`config.mk`:
```
export PLATFORM = sky130hd
export DESIGN_NAME = output_arbiter
export DESIGN_NICKNAME = d
export VERILOG_FILES = /design/src/rtl/output_arbiter.sv
export SDC_FILE = /design/constraint.sdc
export NUM_CORES = 1
export LEC_CHECK = 0
export BUFFER_PORTS_ARGS = -buffer_cell sky130_fd_sc_hd__buf_2
export CAP_MARGIN = 20
export CORE_MARGIN = 2
export CORE_UTILIZATION = 47
export CTS_CLUSTER_DIAMETER = 150
export CTS_CLUSTER_SIZE = 14
export DETAILED_ROUTE_END_ITERATION = 8
export PLACE_DENSITY = 0.77
export SKIP_CTS_REPAIR_TIMING = 1
export SLEW_MARGIN = 20
export SYNTH_ARGS = -nofsm -noshare
export SYNTH_HDL_FRONTEND = slang
export SYNTH_SLANG_ARGS = --single-unit
```
`constraint.sdc`:
```
create_clock -name clk -period 2.9 [get_ports clk]
set_input_delay 0.58 -clock clk [delete_from_list [all_inputs] [get_ports clk]]
set_output_delay 0.58 -clock clk [all_outputs]
set_load 0.1 [all_outputs]
```
`src/rtl/output_arbiter.sv`:
```
// output_arbiter: wormhole output-port arbiter for a 5-port router, round-robin
// packet grant with tail release and forced release after MAX_FLITS flits.
module output_arbiter #(
    parameter int MAX_FLITS = 16
) (
    input  logic       clk,
    input  logic       rst_n,
    input  logic [4:0] req_i,
    input  logic [4:0] tail_i,
    input  logic       out_ready_i,
    output logic [3:0] address_route_o,
    output logic [4:0] gnt_o,
    output logic       xfer_o,
    output logic       busy_o,
    output logic       err_o
);
    localparam int CW = $clog2(MAX_FLITS + 1);

    typedef enum logic {IDLE, BUSY} state_t;

    state_t        state_q, state_d;
    logic [2:0]    owner_q, owner_d;
    logic [2:0]    ptr_q, ptr_d;
    logic [2:0]    pick;
    logic [3:0]    s;
    logic [CW-1:0] cnt_q, cnt_d;
    logic          err_q, err_d;
    logic          last;

    // Scan downward so the requester closest to ptr (smallest offset) wins.
    always_comb begin
        pick = ptr_q;
        s = '0;
        for (int i = 4; i >= 0; i--) begin
            s = {1'b0, ptr_q} + 4'(i);
            s = s >= 4'd5 ? s - 4'd5 : s;
            if (req_i[s[2:0]]) pick = s[2:0];
        end
    end

    assign xfer_o = state_q == BUSY && req_i[owner_q] && out_ready_i;
    assign last   = cnt_q == CW'(MAX_FLITS - 1);

    always_comb begin
        state_d = state_q;
        owner_d = owner_q;
        ptr_d   = ptr_q;
        cnt_d   = cnt_q;
        err_d   = 1'b0;
        if (state_q == IDLE) begin
            if (|req_i) begin
                state_d = BUSY;
                owner_d = pick;
                cnt_d   = '0;
            end
        end else if (xfer_o) begin
            cnt_d = cnt_q + CW'(1);
            if (tail_i[owner_q] || last) begin
                state_d = IDLE;
                cnt_d   = '0;
                ptr_d   = owner_q == 3'd4 ? 3'd0 : owner_q + 3'd1;
                err_d   = !tail_i[owner_q];
            end
        end
    end

    always_ff @(posedge clk or negedge rst_n) begin
        if (!rst_n) begin
            state_q <= IDLE;
            owner_q <= '0;
            ptr_q   <= '0;
            cnt_q   <= '0;
            err_q   <= 1'b0;
        end else begin
            state_q <= state_d;
            owner_q <= owner_d;
            ptr_q   <= ptr_d;
            cnt_q   <= cnt_d;
            err_q   <= err_d;
        end
    end

    assign busy_o          = state_q == BUSY;
    assign gnt_o           = busy_o ? 5'(1) << owner_q : 5'b00000;
    assign address_route_o = busy_o ? {1'b0, owner_q} : 4'b0111;
    assign err_o           = err_q;
endmodule

```
==> metrics.md <==
| Metric | Value |
|---|---|
| Status | complete, no violations |
| Synthesized cell area | around 0.0020 mm² |
| Top Ports | 25 |
| Worst Path Max Fanout | 7 |
| Worst path required time | slightly above 3 ns |
| CTS tree | yes |
| Hold crit path type | in2async |
| Initial Util | 0.496 |
| Die height | around 70 µm |
| Placement Rows | 23 |
| Pin count of the biggest net entering global routing | 25 |
| MaxCap Viol Count | 0 |
| RSZ-0062 raised after global routing | true |
| First-pass GRT wire length | around 8.4 mm |
| EDFF count, synth | 0 |
| Mapped Nets | approximately 270 |
| Slew HR | 0.567 |
| Pre-antenna DRT Iters | 4 |
| Die ar. | a little under 0.005 mm² |
| Min Clock Period, post-route | approximately 2.8 ns |
| Final setup violation count | 0 |
| Layout fillers | ~390 |
| Sequential share of the synthesized area | 0.160 |
| FMAX | 353 MHz |
| Reg area | ~330 µm² |
| Initial antenna violation count | 0 |
| Port Buf Inserts | 23 |
| Syn Area/Cell | 8.31 µm² |
| Period utilization | 0.978 |
| Grt ovf | 0 |
| Hold_ws | roughly 0.22 ns |
| Critical Setup Path Class | reg2reg |
| Ordered cell list for the critical path | inv_4 > ha_2 > inv_1 > fa_2 > or3_4 > o2111ai_2 > nand3_2 > or4_1 > o2111a_1 > o41ai_2 |
| DRC Markers | 0 |
| Die Wd | 69.7 µm |
| Slew of the pin with the lowest slew margin | about 0.64 ns |
| Post-DR wirelength/cell | roughly 16 µm |
| Final GP Congestion | between 0.9 and 1 |
| Clock transition at path regs | around 0.060 ns |
| Max stage delay on crit path | ~0.48 ns |
| H-tree Lvls | 1 |
| Cell with the most instances after synthesis | nand2_1 |
| Commonest cells post-synth | 26 x nand2_1, 19 x o21ai_0, 16 x ha_1, 15 x inv_1, 13 x dfrtp_1 |
| Synth warn | 0 |
| Clock buffer depth | 2 |
| Top cells by area, synth | dfrtp_1 16%, ha_1 9.9%, nand2_1 4.8%, o21ai_0 4.7%, mux2i_1 4.0% |
| Crit path from | ptr_q[0]$_DFFE_PN0P_ |
| Syn Inst Count | about 240 |
| Clk_skew | between 0.003 and 0.004 ns |
| Via count | around 1,900 |
| Final Hold Vio Count | 0 |
| Slowest cell on crit path | or4_1 |
| Skew-Pair Late Insertion Delay | between 0.2 and 0.3 ns |
| CTS sink cnt | 13 |
| Post-detailed-route count of antenna-violating nets | 0 |
| Synth Register Bits | 13 |
| Antenna diodes | 0 |
| DR iter-0 viols | around 110 |
| Via-to-Cell Ratio | 5.94 |
| Net count, final | 300 |
| Root Buffer | clkbuf_8 |
| Post-Route WL | 5.08 mm |
| CP arrival | between 2 and 3 ns |
| CP startpoint kind | flop |
| Crit end category | flop |
| CP delay by family, top | simple AND/OR/NAND/NOR gates |
| Worst path buffer plus inverter count | 2 |
| Synth top area share | 0.160 |
| Slew Limit Fails | 0 |
| Area leader, netlist | dfrtp_1 |
| FFs w/ async S/R, synth | 1.00 |
| DPL Wire Length | 3.83 mm |
| Most used DFF post-synth | dfrtp_1 |
| Multi-input gate area | roughly 0.0016 mm² |
| Inserted Clock Buffers | 3 |
| Fraction of layout cells with a size suffix above 1 | 0.275 |
| Layout area overhead | 12.7% |
| Netlist cell types | between 70 and 80 |
| Worst reg2reg path startpoint | ptr_q[0]$_DFFE_PN0P_ |
| GRT Util Overall | 0.211 |
| Vias in the first global route | roughly 1,700 |
| Area of the core | approximately 0.004 mm² |
## worst paths after layout
kind	cells past startpoint	slack (ns)	endpoint
min reg2reg	2	0.50	cnt_q[4]$_DFFE_PN0P_
max in group asynchronous	1	2.42	ptr_q[0]$_DFFE_PN0P_
max reg2reg	10	0.07	owner_q[0]$_DFFE_PN0P_
min	1	0.22	busy_o$_DFF_PN0_
min in group clk	2	0.50	cnt_q[4]$_DFFE_PN0P_
max	10	0.07	owner_q[0]$_DFFE_PN0P_
## metrics by stage
stage / worst slack, ns / TNS, ns / util / cells / instance area (µm²)
floorplan: 0.0172 / 0 / - / 244 / 2070
CTS: 0.0646 / 0 / 0.550 / 318 / 2250
global placement: 0.160 / 0 / 0.539 / 314 / 2200
finish: 0.0650 / 0 / 0.559 / 319 / 2280
global route: -0.0303 / -0.0303 / 0.559 / 319 / 2280
detailed placement: 0.0791 / 0 / 0.539 / 314 / 2200
## area by class of cell
type	count	area share
timing repair buffer	36	0.0986
inverter	16	0.0274
tap	50	0.0274
clock buffer	4	0.0197
sequential	13	0.143
multi-input combinational	200	0.684
## cells by family (layout without fill, tap and decap cells)
logic type	Yosys count	after routing	share of synthesized area
XOR/XNOR	4	4	0.0173
other	1	1	0.00185
flip-flops	13	13	0.160
buffers and inverters	31	56	0.0883
AND/OR/NAND/NOR	92	92	0.265
AO/OA/AOI/OAI	74	74	0.280
adder cells (fa/ha/maj)	17	17	0.109
multiplexers	12	12	0.0784
## registers in the layout, summed over array words and instances, names as in the netlist
signal / cells
cnt_q: 5
owner_q: 3
ptr_q: 3
busy_o: 1
err_o: 1
## worst register-to-register path: stages, from the launching register on
cell and delay [ns]:
dfrtp_2 0.42, inv_4 0.09, ha_2 0.20, inv_1 0.07, fa_2 0.46, or3_4 0.40
o2111ai_2 0.12, nand3_2 0.13, or4_1 0.48, o2111a_1 0.17, o41ai_2 0.19
## layer usage
layer	up-vias	wire, µm	track usage
met5	-	0	0
met4	0	41	0.0513
met3	6	345	0.0174
met2	63	2350	0.349
met1	887	2340	0.298
li1	939	-	-
## layout by cell type, fill, tap and decap left out, types with 9 or more instances in the layout
cell       n
inv_1     14
buf_4     12
o21ai_0   19
dfrtp_1   12
buf_2     23
ha_1      14
a21oi_1   11
nand2_1   26
nor2_1     9
nand2b_1  10
Power is not shown: default switching activity piles up to over one toggle a cycle in this logic, so the estimate is an artifact.
